==> config.mk <==
export PLATFORM = sky130hd
export DESIGN_NAME = uart_io
export DESIGN_NICKNAME = d
export VERILOG_FILES = /design/src/rtl/uart_pkg.sv /design/src/rtl/uart_tx.sv /design/src/rtl/uart_io.sv
export SDC_FILE = /design/constraint.sdc
export NUM_CORES = 1
export LEC_CHECK = 0
export ABC_AREA = 1
export CORE_MARGIN = 5
export CORE_UTILIZATION = 47
export DETAILED_ROUTE_END_ITERATION = 10
export PLACE_DENSITY = 0.8
export RECOVER_POWER = 100
export SYNTH_ARGS = -nofsm -noshare
export SYNTH_HDL_FRONTEND = slang
export SYNTH_SLANG_ARGS = --single-unit
==> constraint.sdc <==
create_clock -name clk_i -period 3.2 [get_ports clk_i]
set_input_delay 0.32 -clock clk_i [delete_from_list [all_inputs] [get_ports clk_i]]
set_output_delay 0.32 -clock clk_i [all_outputs]
set_load 0.02 [all_outputs]
==> src/rtl/uart_pkg.sv <==
// Shared definitions for the UART transmitter: register offsets, STATUS bit
// positions and the serializer state encoding.
package uart_pkg;

  localparam logic [1:0] REG_TXDATA = 2'd0;
  localparam logic [1:0] REG_STATUS = 2'd1;

  localparam int STATUS_BUSY  = 0;
  localparam int STATUS_FULL  = 1;
  localparam int STATUS_OVF   = 2;
  localparam int STATUS_EMPTY = 3;

  typedef enum logic [1:0] {
    TX_IDLE  = 2'd0,
    TX_START = 2'd1,
    TX_DATA  = 2'd2,
    TX_STOP  = 2'd3
  } tx_state_e;

  // Counter width able to hold 0..n-1, never narrower than one bit.
  function automatic int cnt_width(input int n);
    return (n > 1) ? $clog2(n) : 1;
  endfunction

endpackage

==> src/rtl/uart_tx.sv <==
// 8N1 serializer: takes one byte per valid/ready handshake and shifts it out
// LSB first, each bit held for DIVISOR clock cycles.
module uart_tx
  import uart_pkg::*;
#(
  parameter int DIVISOR = 434
) (
  input  logic       clk_i,
  input  logic       rst_n_i,
  input  logic [7:0] data_i,
  input  logic       valid_i,
  output logic       ready_o,
  output logic       busy_o,
  output logic       tx_o
);

  localparam int                CW       = cnt_width(DIVISOR);
  localparam logic [CW-1:0]     CNT_LAST = CW'(DIVISOR - 1);

  tx_state_e   state_q, state_d;
  logic [CW-1:0] baud_q, baud_d;
  logic [2:0]  bit_q, bit_d;
  logic [7:0]  shift_q, shift_d;
  logic        tx_q, tx_d;
  logic        bit_end;

  assign bit_end = (baud_q == CNT_LAST);

  always_comb begin
    state_d = state_q;
    baud_d  = baud_q;
    bit_d   = bit_q;
    shift_d = shift_q;
    ready_o = 1'b0;

    if (state_q != TX_IDLE) begin
      baud_d = bit_end ? '0 : baud_q + 1'b1;
    end

    case (state_q)
      TX_IDLE: begin
        ready_o = 1'b1;
        if (valid_i) begin
          shift_d = data_i;
          baud_d  = '0;
          state_d = TX_START;
        end
      end
      TX_START: begin
        if (bit_end) begin
          bit_d   = 3'd0;
          state_d = TX_DATA;
        end
      end
      TX_DATA: begin
        if (bit_end) begin
          shift_d = {1'b0, shift_q[7:1]};
          bit_d   = bit_q + 3'd1;
          if (bit_q == 3'd7) begin
            state_d = TX_STOP;
          end
        end
      end
      TX_STOP: begin
        // Accepting the next byte here chains frames with no idle gap.
        if (bit_end) begin
          ready_o = 1'b1;
          if (valid_i) begin
            shift_d = data_i;
            state_d = TX_START;
          end else begin
            state_d = TX_IDLE;
          end
        end
      end
      default: state_d = TX_IDLE;
    endcase
  end

  // Line level is registered from the current state, so it lags the state by one cycle.
  always_comb begin
    tx_d = 1'b1;
    case (state_q)
      TX_START: tx_d = 1'b0;
      TX_DATA:  tx_d = shift_q[0];
      default:  tx_d = 1'b1;
    endcase
  end

  always_ff @(posedge clk_i or negedge rst_n_i) begin
    if (!rst_n_i) begin
      state_q <= TX_IDLE;
      baud_q  <= '0;
      bit_q   <= '0;
      shift_q <= '0;
      tx_q    <= 1'b1;
    end else begin
      state_q <= state_d;
      baud_q  <= baud_d;
      bit_q   <= bit_d;
      shift_q <= shift_d;
      tx_q    <= tx_d;
    end
  end

  assign busy_o = (state_q != TX_IDLE);
  assign tx_o   = tx_q;

endmodule

==> src/rtl/uart_io.sv <==
// Memory-mapped UART transmitter: TXDATA/STATUS registers, a small TX FIFO
// with sticky overflow, feeding the uart_tx serializer.
module uart_io
  import uart_pkg::*;
#(
  parameter int CLK_FREQ_HZ = 50000000,
  parameter int BAUD_RATE   = 115200,
  parameter int FIFO_DEPTH  = 4
) (
  input  logic        clk_i,
  input  logic        rst_n_i,
  input  logic [31:0] uart_addr_i,
  input  logic        uart_rstrb_i,
  output logic [31:0] uart_rdata_o,
  input  logic [3:0]  uart_wmask_i,
  input  logic [31:0] uart_wdata_i,
  output logic        tx_o
);

  localparam int DIVISOR = CLK_FREQ_HZ / BAUD_RATE;
  localparam int PTR_W   = cnt_width(FIFO_DEPTH);
  localparam int CNT_W   = PTR_W + 1;

  logic [7:0]       mem_q [FIFO_DEPTH];
  logic [PTR_W-1:0] wr_ptr_q, wr_ptr_d;
  logic [PTR_W-1:0] rd_ptr_q, rd_ptr_d;
  logic [CNT_W-1:0] count_q, count_d;
  logic             ovf_q, ovf_d;
  logic [31:0]      rdata_q, rdata_d;

  logic [1:0]  reg_sel;
  logic        push_req, push, pop;
  logic        fifo_empty, fifo_full;
  logic        tx_ready, tx_busy;
  logic [31:0] status_w;
  logic        unused_bits;

  assign reg_sel    = uart_addr_i[3:2];
  assign fifo_empty = (count_q == '0);
  assign fifo_full  = (count_q == CNT_W'(FIFO_DEPTH));
  assign push_req   = uart_wmask_i[0] && (reg_sel == REG_TXDATA);
  assign pop        = !fifo_empty && tx_ready;
  // A full FIFO can still take a byte when the serializer drains one in the same cycle.
  assign push       = push_req && (!fifo_full || pop);

  always_comb begin
    status_w               = '0;
    status_w[STATUS_BUSY]  = !fifo_empty || tx_busy;
    status_w[STATUS_FULL]  = fifo_full;
    status_w[STATUS_OVF]   = ovf_q;
    status_w[STATUS_EMPTY] = fifo_empty;
  end

  always_comb begin
    wr_ptr_d = wr_ptr_q;
    rd_ptr_d = rd_ptr_q;
    count_d  = count_q;
    ovf_d    = ovf_q;
    rdata_d  = rdata_q;

    if (push) begin
      wr_ptr_d = wr_ptr_q + 1'b1;
    end
    if (pop) begin
      rd_ptr_d = rd_ptr_q + 1'b1;
    end
    if (push && !pop) begin
      count_d = count_q + CNT_W'(1);
    end else if (pop && !push) begin
      count_d = count_q - CNT_W'(1);
    end

    if (uart_rstrb_i) begin
      rdata_d = (reg_sel == REG_STATUS) ? status_w : '0;
      if (reg_sel == REG_STATUS) begin
        ovf_d = 1'b0;
      end
    end
    // A drop in the same cycle as the clearing read must not be lost.
    if (push_req && fifo_full && !pop) begin
      ovf_d = 1'b1;
    end
  end

  always_ff @(posedge clk_i or negedge rst_n_i) begin
    if (!rst_n_i) begin
      wr_ptr_q <= '0;
      rd_ptr_q <= '0;
      count_q  <= '0;
      ovf_q    <= 1'b0;
      rdata_q  <= '0;
    end else begin
      wr_ptr_q <= wr_ptr_d;
      rd_ptr_q <= rd_ptr_d;
      count_q  <= count_d;
      ovf_q    <= ovf_d;
      rdata_q  <= rdata_d;
    end
  end

  always_ff @(posedge clk_i) begin
    if (push) begin
      mem_q[wr_ptr_q] <= uart_wdata_i[7:0];
    end
  end

  uart_tx #(
    .DIVISOR (DIVISOR)
  ) u_tx (
    .clk_i   (clk_i),
    .rst_n_i (rst_n_i),
    .data_i  (mem_q[rd_ptr_q]),
    .valid_i (!fifo_empty),
    .ready_o (tx_ready),
    .busy_o  (tx_busy),
    .tx_o    (tx_o)
  );

  assign uart_rdata_o = rdata_q;
  assign unused_bits  = ^{uart_addr_i[31:4], uart_addr_i[1:0],
                          uart_wmask_i[3:1], uart_wdata_i[31:8]};

endmodule

* Word level (Yosys, flattened, before mapping) *
Memory sizes are Yosys's and may differ from the RTL's.
Index checks and enable logic that the tools add are counted.

word-level totals
  flip-flop bits (word level) = 63
  RAM bits = 32
  input bits = 71
  output and inout bits = 33
  logic and storage cells = 84
  memories = 1

memories
  memory  depth  width  read ports  clocked after Yosys merged registers in  wr ports  RTL line       source
  mem_q   4      8      1           0                                        1         uart_io.sv:24  logic [7:0] mem_q [FIFO_DEPTH];

cells by class
  add/sub/neg operators = 6
  equality and inequality tests = 12
  muxes and demuxes = 29
  reductions and logical operators = 26

operators with widths
  kind                                                                      count
  9-bit two-way mux                                                         4
  8-bit two-way mux                                                         3
  8-bit one-hot mux with 3 select lines                                     1
  3-bit two-way mux                                                         4
  2-bit two-way mux                                                         5
  2-bit nonzero test                                                        5
  9-bit by 1-bit adder with 9-bit output (second input constant)            1
  9-bit equality test (second input constant)                               1
  2-bit by 1-bit inequality test with 1-bit output (second input constant)  4
  2-bit one-hot mux with 4 select lines                                     1
  1-bit logical AND                                                         7
  1-bit two-way mux                                                         7
  3-bit by 1-bit adder with 3-bit output (second input constant)            2
  3-bit equality test (second input constant)                               2
  3-bit one-hot mux with 2 select lines                                     1
  3-bit AND reduction                                                       2
  5-bit AND reduction                                                       1
  2-bit by 1-bit adder with 2-bit output (second input constant)            2
  2-bit by 1-bit equality test with 1-bit output (second input constant)    2
  2-bit equality test (second input constant)                               2
  1-bit zero test                                                           4
  2-bit zero test                                                           2
  4-bit two-way mux                                                         1
  1-bit one-hot mux with 2 select lines                                     2
  other kinds (6)                                                           7

* Depth between registers and ports, before layout *
Gate-level depths: netlist (run 1).

  depth after elaboration = 10
  mapped depth = 16
  gate-level depth less buffers = 16

* Cells and area by module *
From an unflattened synthesis (run 1), not the netlist that was laid out.

unflattened totals
  cells, all modules = 388
  area, all modules = 3,530.9 um^2

modules (own cells, without submodules)
  module   instances  cells each  area each (um^2)  seq. area each (um^2)
  uart_io  1          200         2,144.6           1,261.2
  uart_tx  1          188         1,386.3           576.8

* Least setup slack after synthesis (run 1) *
OpenSTA, ideal clock, no wires.

  kind = register -> register
  start point = reg u_tx.state_q[0]
  end point = reg count_q[2]
  library setup time = 0.131 ns
  arrival time = 2.213 ns
  data required time = 3.069 ns
  path slack = 0.856 ns
  stages on the path, launching flop included = 14
  buffers on the path = 0
  period minus slack after synthesis = 2.344 ns
  cell sequence = dfrtp_1 -> inv_1 -> ha_1 -> nor2_1 -> nand2_2 -> nand2_4 -> nand2_4 -> inv_1 -> ha_1 -> inv_1 -> fa_1 -> a21oi_1 -> o21ai_0 -> xor2_1

between the ends
  longest elaborated chain between the ends = 8
  elaborated cells between the ends (all ways) = 12
  classes of those cells = 1 x eq/ne; 2 x mux; 9 x reduce/logical

RTL lines
  what                                                    RTL line       source
  from (decl)                                             uart_tx.sv:20  tx_state_e state_q, state_d;
  from (signal assigned)                                  uart_tx.sv:98  state_q <= state_d;
  2-bit equality test or 2-bit zero test (tied branches)  uart_tx.sv:40  case (state_q)
  1-bit one-hot mux with 2 select lines *                 uart_tx.sv:40
  1-bit logical AND *                                     uart_io.sv:42  assign pop = !fifo_empty && tx_ready;
  1-bit logical OR *                                      uart_io.sv:44  assign push = push_req && (!fifo_full || pop);
  1-bit logical AND *                                     uart_io.sv:44
  net push                                                uart_io.sv:32  logic push_req, push, pop;
  1-bit zero test                                         uart_io.sv:69  end else if (pop && !push) begin
  1-bit logical AND                                       uart_io.sv:69
  2-bit nonzero test (no line)                            -
  to (signal assigned)                                    uart_io.sv:95  count_q <= count_d;
  to (decl)                                               uart_io.sv:27  logic [CNT_W-1:0] count_q, count_d;

The timed path passes the listed nets; every way through them passes the cells marked *.
A chain may end at the register's enable or synchronous reset.

* Final worst setup path (run 1) *
  start point = reg u_tx.state_q[1]
  end point = reg count_q[2]

The elaborated chain is that of the path after synthesis.

==> results.py, run 1 <==
metrics = {
    "layout": {
        "nets": 465,
        "ff_latch_area_um2": 1840,
        "stdcell_count": 483,
        "antenna_cells": 0,
        "multiInputGateArea_um2": 1230,
        "fillers": 637,
        "area_growth_pct": 10.1,
        "drive_gt1_frac": 0.0677,
        "final_area_um2": 3720,
    },
    "floorplan": {
        "dieArea_um2": 8980,
        "io_pins": 104,
        "start_util": 0.473,
        "chipWidth_um": 94.8,
        "dieHeight_um": 94.8,
        "core_area_um2": 7140,
        "std_cell_rows": 31,
    },
    "placed_design": {
        "io_buffers": 18,
        "place_ws_ns": 0.643,
        "post_dp_cell_area_um2": 3560,
        "place_inst": 467,
        "place.gp.congestion": 0.750,
        "hpwl_mm": 4.11,
    },
    "clock_tree": {
        "clk_path_buf_depth": 2,
        "postCtsHoldBufs": 0,
        "cts_tree": "yes",
        "htreeDepth": 3,
        "numCtsBuffers": 9,
        "clk_pin_slew_worst_paths_ns": 0.08,
        "cts.sinks": 67,
        "insertion_delay_ns": 0.35,
        "cts_resized": 0,
        "postCtsSetupRepairBufs": 0,
        "root_buffer": "clkbuf_8",
    },
    "synthesis": {
        "ys_seq_elements": 67,
        "synth_edf_count": 32,
        "yosysSeqAreaShare": 0.544,
        "post_synth_num_cell_types": 31,
        "syn_area_per_cell_um2": 9.52,
        "ys.flop_type": "dfrtp_1",
        "syn_area_um2": 3380,
        "async_flop_share": 0.522,
        "syn_inst": 355,
        "yosys_warnings": 0,
    },
    "critical_path": {
        "end_kind": "register",
        "crit_fanout": 7,
        "cp_data_arrival_time_ns": 2.89,
        "critPathBufInv": 4,
        "slowest_delay_ns": 0.42,
        "timing.critical_path.cells": "inv_1 > ha_1 > inv_1 > nand2_1 > nand2_1 > nand2_4 > nand2_4 > inv_1 > ha_1 > inv_1 > fa_1 > a21oi_1 > o21ai_0 > xor2_1",
        "startpoint_type": "register",
        "crit_required_ns": 3.43,
        "crit_type": "reg2reg",
        "crit_path_frequent_cell": "inv_1",
        "path_delay_family": "adder cells",
        "cp_slowest_cell": "dfrtp_1",
    },
    "routing": {
        "drt_first_pass_iters": 4,
        "wl_per_cell_um": 12.0,
        "vias": 2255,
        "drtIter0Drc": 160,
        "ant_nets": 0,
        "wl_mm": 5.77,
        "viasPerCell": 4.67,
        "drc": 0,
    },
    "global_routing": {
        "grt_pass1_wl_mm": 10.3,
        "grt_overflow": 0,
        "grt_util_all_layers": 0.151,
        "grt_pass1_vias": 2244,
        "grt_max_degree": 36,
        "antenna_found_initial": 0,
    },
    "outcome": {
        "violations": "capacitance limit, slew limit",
        "outcome": "complete, but fails checks",
    },
    "timing": {
        "period_minus_slack_ns": 2.67,
        "hold_viol": 0,
        "fmax_ghz": 0.375,
        "slew_headroom": -0.253,
        "worst_slew_pin_slew_ns": 1.88,
        "clock_skew_ns": 0.00951,
        "grt_setup_unrepaired": "no",
        "worst_slack_ns": 0.532,
        "drv_slew": 36,
        "fin_crit_sh": 0.834,
        "finalSetupTns_ns": 0,
        "setup_violations": 0,
    },
    "job": {
        "maxCapViolations": 1,
    },
    "pwr": {
        "leakage_uw": 0.00167,
        "peakVddDrop_uv": 361,
        "report.power.total_uw": 1970,
        "p_per_area_nw_per_um2": 529,
    },
    "hold_path": {
        "hp-class": "reg2reg",
    },
}
==> sequential cells by signal (all words and copies together) (netlist names) <==
name	flops
u_tx.shift_q	8
count_q	3
mem_q	32
uart_rdata_o	4
u_tx.state_q	2
wr_ptr_q	2
u_tx.tx_o	1
u_tx.bit_q	3
rd_ptr_q	2
ovf_q	1
u_tx.baud_q	9
==> area by class of cell <==
class | count | share of cell area
repair buffers | 20 | 0.0504
flip-flops and latches | 67 | 0.494
inverters | 36 | 0.0367
well taps | 99 | 0.0333
clock buffers | 9 | 0.0333
clock inverters | 7 | 0.0219
multi-input cells | 245 | 0.331
==> metal layers <==
layer,up-vias,share of wire,track usage
li1,1144,-,-
met1,1052,0.43,0.174
met2,49,0.50,0.261
met3,10,0.049,0.0478
met4,0,0.018,0.0553
met5,-,0,0
==> cells in the final DEF, fill, tap and decap left out, types with 6 or more instances in the layout <==
master and n:
nand2_1 106, nand3_1 37, dfrtp_1 34, inv_1 33, edfxtp_1 32, conb_1 28
o21ai_0 16, nor2_1 15, dlygate4sd3_1 15, ha_1 14, clkbuf_8 9, o22ai_1 6
==> worst reg2reg max path: cells and delay by family, from the launching register on <==
| kind | cells | cell delay (ns) |
|---|---|---|
| simple gates | 4 | 0.53 |
| xor+xnor | 1 | 0.15 |
| fa+ha+maj | 3 | 0.81 |
| flops | 1 | 0.42 |
| compound gates | 2 | 0.26 |
| buf+inv | 4 | 0.39 |
==> where the power goes <==
group	internal [uW]	switching [uW]
Sequential	967	40.4
Combinational	81.2	156
Clock	372	353
==> worst paths after layout <==
| check | start | slack, ns | end | cells past startpoint |
|---|---|---|---|---|
| min reg2reg | u_tx.shift_q[2]$_DFFE_PN0P_ | 0.48 | u_tx.shift_q[2]$_DFFE_PN0P_ | 2 |
| max | u_tx.state_q[1]$_DFFE_PN0P_ | 0.53 | count_q[2]$_DFFE_PN0P_ | 14 |
| max in group asynchronous | rst_n_i | 1.09 | count_q[0]$_DFFE_PN0P_ | 2 |
| min in group asynchronous | rst_n_i | 1.03 | u_tx.baud_q[6]$_DFF_PN0_ | 2 |
| max reg2reg | u_tx.state_q[1]$_DFFE_PN0P_ | 0.53 | count_q[2]$_DFFE_PN0P_ | 14 |
| min | u_tx.shift_q[2]$_DFFE_PN0P_ | 0.48 | u_tx.shift_q[2]$_DFFE_PN0P_ | 2 |
==> per-stage QoR <==
stage	hold slack [ns]	util
final	0.481	0.521
after global routing	0.511	0.521
after CTS	0.402	0.528
after detailed placement	0.465	0.499
after global placement	0.462	0.499
after floorplan	0.0244	-
==> cell usage after synthesis, types with 2 or more instances <==
master,number,area share
nand2_4,5,0.017
inv_2,2,0.0022
buf_4,28,0.062
nor2_2,4,0.0074
buf_2,4,0.0059
dfrtp_1,34,0.25
nand3_1,36,0.053
nor2_1,11,0.012
ha_1,14,0.052
o21ai_0,10,0.015
nand2_2,2,0.0037
o21ai_1,8,0.012
edfxtp_1,32,0.28
nand2_1,103,0.11
xor2_1,4,0.010
xnor2_1,3,0.0078
a21oi_1,3,0.0044
o22ai_1,6,0.011
inv_1,33,0.037
clkbuf_1,2,0.0022
==> cell families after synthesis <==
logic type | Yosys count | share of synthesized area
buffers and inverters | 70 | 0.111
AOI/OAI and AO/OA | 30 | 0.0489
xor gates and xnor gates | 7 | 0.0181
and+or+nand+nor | 164 | 0.216
DFF | 67 | 0.544
muxes | 1 | 0.00333
adders and majority gates | 15 | 0.0578
other | 1 | 0.00111
(Power assumes the default switching activity.)
==> run 2, diff against run 1 <==
==> constraint.sdc (replaced) <==
create_clock -name clk_i -period 2.5 [get_ports clk_i]
set_input_delay 0.25 -clock clk_i [delete_from_list [all_inputs] [get_ports clk_i]]
set_output_delay 0.25 -clock clk_i [all_outputs]
set_load 0.02 [all_outputs]
==> run 2 against run 1 <==
Sequential share of layout area down 1.2 points. The flow now finishes without violations. Fmax rose by 12%. Cell area up 2.5%.
==> results.py, run 2 (same netlist as run 1, synthesis figures left out) <==
metrics = {
    "outcome": {
        "outcome": "finished clean",
    },
    "global_routing": {
        "grt_overflow": 0,
        "antenna_found_initial": 0,
        "grt_pass1_vias": 2315,
        "grt_pass1_wl_mm": 10.3,
        "grt_max_degree": 36,
        "grt_util_all_layers": 0.151,
    },
    "layout": {
        "layout_commonest_cell": "nand2_1",
        "top_register": "mem_q",
        "largest_reg_flops": 32,
        "final_cell_mix": "nand2_1 (103), nand3_1 (36), dfrtp_1 (34), inv_1 (33), edfxtp_1 (32)",
        "drive_gt1_frac": 0.115,
        "antenna_cells": 0,
        "stdcell_count": 489,
        "nets": 471,
        "top_regs": "mem_q: 32 flops, u_tx.baud_q: 9 flops, u_tx.shift_q: 8 flops",
        "fillers": 650,
        "area_growth_pct": 12.9,
    },
    "timing": {
        "worst_slew_pin_slew_ns": 0.686,
        "drv_slew": 0,
        "period_minus_slack_ns": 2.39,
        "grt_setup_unrepaired": "no",
        "finalSetupTns_ns": 0,
        "fmax_ghz": 0.418,
        "fin_crit_sh": 0.956,
        "slew_headroom": 0.543,
        "setup_violations": 0,
        "worst_slack_ns": 0.109,
        "hold_viol": 0,
        "clock_skew_ns": 0.00748,
    },
    "critical_path": {
        "critPathBufInv": 3,
        "path_delay_family": "adder cells",
        "startpoint_type": "register",
        "cp_num_cells": 12,
        "end_kind": "register",
        "timing.critical_path.cells": "buf_4 > ha_1 > nor2_1 > nor2_4 > nand2_2 > nand2_4 > nand2_4 > inv_1 > ha_1 > inv_1 > fa_2 > mux2_2",
        "cp_data_arrival_time_ns": 2.62,
        "crit_type": "reg2reg",
        "crit_required_ns": 2.73,
        "slowest_delay_ns": 0.44,
        "worst-r2r-cell-count": 12,
        "cp_slowest_cell": "fa_2",
        "crit_fanout": 6,
    },
    "pwr": {
        "p_per_area_nw_per_um2": 661,
        "combinationalPowerShare": 0.128,
        "peakVddDrop_uv": 377,
        "p_switching_uw": 707,
        "internal_power_uw": 1810,
        "leakage_uw": 0.00170,
        "swShare": 0.280,
        "pwr-share-clk": 0.359,
        "report.power.total_uw": 2520,
        "pwr-share-seq": 0.513,
    },
    "floorplan": {
        "io_pins": 104,
        "chipWidth_um": 94.8,
        "dieArea_um2": 8980,
        "core_area_um2": 7140,
        "start_util": 0.473,
        "std_cell_rows": 31,
        "dieHeight_um": 94.8,
    },
    "clock_tree": {
        "root_buffer": "clkbuf_8",
        "clk_pin_slew_worst_paths_ns": 0.07,
        "cts_tree": "yes",
        "insertion_delay_ns": 0.35,
        "clk_path_buf_depth": 2,
        "htreeDepth": 3,
        "cts.sinks": 67,
        "numCtsBuffers": 9,
    },
    "routing": {
        "viasPerCell": 4.73,
        "wl_mm": 5.99,
        "wl_per_cell_um": 12.3,
        "drc": 0,
        "ant_nets": 0,
        "drt_first_pass_iters": 4,
        "drtIter0Drc": 164,
        "vias": 2313,
    },
    "hold_path": {
        "hp-class": "in2async",
    },
    "job": {
        "maxCapViolations": 0,
    },
    "placed_design": {
        "hpwl_mm": 4.18,
        "io_buffers": 18,
        "place_inst": 473,
        "place.gp.congestion": 0.756,
        "place_ws_ns": 0.0342,
    },
}
run 2: through the flow:
step                instance area, um2  utilization  hold slack (ns)
CTS                               3810        0.534            0.318
detailed placement                3610        0.505            0.469
finish                            3810        0.534            0.378
global placement                  3610        0.505            0.462
global route                      3810        0.534            0.404
floorplan                         3480            -          -0.0456
run 2: what timing repair did:
action                     in CTS  in global routing
setup endpoints to repair       1                  1
gates resized for setup         1                  6
buffers inserted                0                  0
hold buffers                    0                  0
pin swaps                       0                  1
run 2: path summary, 6_finish.rpt:
kind	startpoint	end	slack, ns
min	rst_n_i	u_tx.baud_q[8]$_DFF_PN0_	0.38
max in group asynchronous	rst_n_i	u_tx.tx_o$_DFF_PN1_	1.78
min reg2reg	u_tx.shift_q[4]$_DFFE_PN0P_	u_tx.shift_q[4]$_DFFE_PN0P_	0.49
max reg2reg	u_tx.state_q[0]$_DFFE_PN0P_	count_q[1]$_DFFE_PN0P_	0.11
max	u_tx.state_q[0]$_DFFE_PN0P_	count_q[1]$_DFFE_PN0P_	0.11
min in group clk_i	u_tx.shift_q[4]$_DFFE_PN0P_	u_tx.shift_q[4]$_DFFE_PN0P_	0.49
run 2: cell type report:
class | instances | area, um2 | share of cell area
clock buffers | 9 | 124 | 0.0325
clock inverters | 7 | 76.3 | 0.0200
flip-flops and latches | 67 | 1840 | 0.482
repair buffers | 26 | 233 | 0.0610
well taps | 99 | 124 | 0.0325
multi-input cells | 245 | 1280 | 0.336
inverters | 36 | 136 | 0.0358
run 2: power by group through the flow:
stage | Combinational [uW] | Clock [uW] | Sequential, uW
floorplan | 249 | 0 | 1310
global placement | 305 | 0 | 1310
detailed placement | 325 | 0 | 1310
CTS | 332 | 926 | 1290
global route | 372 | 977 | 1300
finish | 322 | 904 | 1290
run 2: routing by layer:
metal,vias up,GRT usage,part of all wire
met5,-,0,0
met4,0,0.0709,0.023
met2,55,0.266,0.51
met3,12,0.0398,0.056
met1,1089,0.168,0.41
li1,1157,-,-
==> run 3, diff against run 2 <==
--- a/config.mk
+++ b/config.mk
@@ -7,9 +7,10 @@
 export LEC_CHECK = 0
 export ABC_AREA = 1
 export CORE_MARGIN = 5
-export CORE_UTILIZATION = 47
+export CORE_UTILIZATION = 50
 export DETAILED_ROUTE_END_ITERATION = 10
-export PLACE_DENSITY = 0.8
+export GPL_ROUTABILITY_DRIVEN = 0
+export PLACE_DENSITY = 0.85
 export RECOVER_POWER = 100
 export SYNTH_ARGS = -nofsm -noshare
 export SYNTH_HDL_FRONTEND = slang
==> constraint.sdc (replaced) <==
create_clock -name clk_i -period 2.9 [get_ports clk_i]
set_input_delay 0.29 -clock clk_i [delete_from_list [all_inputs] [get_ports clk_i]]
set_output_delay 0.29 -clock clk_i [all_outputs]
set_load 0.02 [all_outputs]
==> run 3 against run 2 <==
Clock skew is 0.0020 ns higher. Count of clock-buffer cells in the layout unchanged. Clock power is essentially flat. Global-route usage up 0.17 points. Flip-flop and latch count stayed put. Critical path type unchanged. The flow now finishes with violations (capacitance limit, slew limit). Critical path depth grew 1. Largest power group unchanged.
==> results.py, run 3 (same netlist as run 1, synthesis figures left out) <==
metrics = {
    "layout": {
        "top_regs": "mem_q: 32 flops, u_tx.baud_q: 9 flops, u_tx.shift_q: 8 flops",
        "largest_reg_flops": 32,
        "fillers": 565,
        "nets": 465,
        "drive_gt1_frac": 0.0729,
        "antenna_cells": 0,
        "top_register": "mem_q",
        "final_cell_mix": "nand2_1 (105), nand3_1 (37), dfrtp_1 (34), inv_1 (33), edfxtp_1 (32)",
        "area_growth_pct": 10.6,
        "layout_commonest_cell": "nand2_1",
    },
    "global_routing": {
        "grt_overflow": 0,
        "grt_pass1_vias": 2291,
        "antenna_found_initial": 0,
        "grt_max_degree": 36,
        "grt_pass1_wl_mm": 10.2,
        "grt_util_all_layers": 0.152,
    },
    "timing": {
        "fmax_ghz": 0.386,
        "slew_headroom": -0.263,
        "period_minus_slack_ns": 2.59,
        "setup_violations": 0,
        "finalSetupTns_ns": 0,
        "whs_ns": 0.483,
        "grt_setup_unrepaired": "no",
        "fin_crit_sh": 0.894,
        "hold_viol": 0,
        "drv_slew": 36,
        "worst_slew_pin_slew_ns": 1.89,
        "clock_skew_ns": 0.00944,
    },
    "pwr": {
        "swShare": 0.272,
        "combinationalPowerShare": 0.115,
        "p_per_area_nw_per_um2": 610,
        "leakage_uw": 0.00169,
        "peakVddDrop_uv": 403,
        "pwr-share-seq": 0.489,
        "pwr-share-clk": 0.396,
        "internal_power_uw": 1660,
        "report.power.total_uw": 2280,
        "p_switching_uw": 619,
    },
    "floorplan": {
        "std_cell_rows": 30,
        "dieArea_um2": 8500,
        "dieHeight_um": 92.2,
        "start_util": 0.506,
        "chipWidth_um": 92.2,
        "core_area_um2": 6680,
        "io_pins": 104,
    },
    "outcome": {
        "violations": "capacitance limit, slew limit",
        "outcome": "complete, but fails checks",
    },
    "routing": {
        "viasPerCell": 4.94,
        "drtIter0Drc": 111,
        "drc": 0,
        "wl_mm": 5.89,
        "drt_first_pass_iters": 4,
        "ant_nets": 0,
        "vias": 2290,
        "wl_per_cell_um": 12.7,
    },
    "hold_path": {
        "whs_path_depth": 2,
        "hp-class": "reg2reg",
    },
    "critical_path": {
        "crit_fanout": 7,
        "crit_required_ns": 3.12,
        "cp_data_arrival_time_ns": 2.82,
        "worst-r2r-cell-count": 13,
        "end_kind": "register",
        "crit_type": "reg2reg",
        "startpoint_type": "register",
    },
    "clock_tree": {
        "numCtsBuffers": 9,
        "root_buffer": "clkbuf_8",
        "clk_path_buf_depth": 2,
        "cts.sinks": 67,
        "postCtsSetupRepairBufs": 0,
        "insertion_delay_ns": 0.35,
        "htreeDepth": 3,
        "clk_pin_slew_worst_paths_ns": 0.08,
        "cts_tree": "yes",
    },
    "placed_design": {
        "io_buffers": 18,
        "hpwl_mm": 4.14,
    },
    "job": {
        "maxCapViolations": 1,
    },
}
run 3: cell count changes in the layout (fill, tap and decap cells not counted), moves of 2 or more:
cell	before	now
buf_4	6	0
nor2_1	9	15
o21ai_0	12	17
o21ai_1	6	2
clkinvlp_4	2	0
nor2_2	5	0
inv_8	0	2
nand2_1	103	105
run 3: worst max-delay path: stages, from the launching register on:
cell and delay (ns):
dfrtp_1 0.43, inv_1 0.14, ha_2 0.32, nor2_1 0.18, nand2_1 0.12, nand2_4 0.10
nand2_4 0.07, inv_1 0.06, ha_1 0.14, inv_1 0.07, fa_1 0.38, a21oi_1 0.17
o21ai_0 0.12, xor2_1 0.16
run 3: final timing paths:
kind	end	from	slack [ns]
min reg2reg	u_tx.shift_q[1]$_DFFE_PN0P_	u_tx.shift_q[1]$_DFFE_PN0P_	0.48
min	u_tx.shift_q[1]$_DFFE_PN0P_	u_tx.shift_q[1]$_DFFE_PN0P_	0.48
max	count_q[2]$_DFFE_PN0P_	u_tx.state_q[1]$_DFFE_PN0P_	0.31
max in group asynchronous	wr_ptr_q[1]$_DFFE_PN0P_	rst_n_i	0.81
min in group asynchronous	u_tx.baud_q[8]$_DFF_PN0_	rst_n_i	1.00
max reg2reg	count_q[2]$_DFFE_PN0P_	u_tx.state_q[1]$_DFFE_PN0P_	0.31
run 3: metrics by stage:
step / setup slack, ns / util / area (um2) / instances
4_1_cts: 0.218 / 0.564 / 3770 / 464
3_3_place_gp: 0.394 / 0.529 / 3540 / 448
3_5_place_dp: 0.239 / 0.529 / 3540 / 448
6_report: 0.306 / 0.559 / 3730 / 464
5_1_grt: 0.0859 / 0.559 / 3730 / 464
2_1_floorplan: 0.556 / - / 3480 / 382
run 3: area by class of cell:
class / count / area (um2) / share of cell area
repair buffers: 20 / 188 / 0.0503
flip-flops and latches: 67 / 1840 / 0.492
clock inverters: 7 / 109 / 0.0291
inverters: 36 / 136 / 0.0365
well taps: 80 / 100 / 0.0268
multi-input cells: 245 / 1240 / 0.332
clock buffers: 9 / 124 / 0.0332
run 3: layer usage:
| layer | wire [um] | up-vias | track usage |
|---|---|---|---|
| met4 | 70 | 0 | 0.0507 |
| met3 | 325 | 7 | 0.0418 |
| met1 | 2410 | 1083 | 0.166 |
| met2 | 3090 | 56 | 0.283 |
| li1 | - | 1144 | - |
| met5 | 0 | - | 0 |
run 3: power groups by stage:
stage / clock (uW) / sequential [uW] / combinational (uW)
2_1_floorplan: 0 / 1130 / 215
3_3_place_gp: 0 / 1130 / 261
3_5_place_dp: 0 / 1140 / 277
4_1_cts: 915 / 1110 / 278
5_1_grt: 964 / 1120 / 297
6_report: 902 / 1110 / 261
run 3: repair_timing:
action | CTS | global route
hold buffers | 0 | 0
endpoints found under the setup margin | 0 | 1
gates resized for setup | 0 | 1
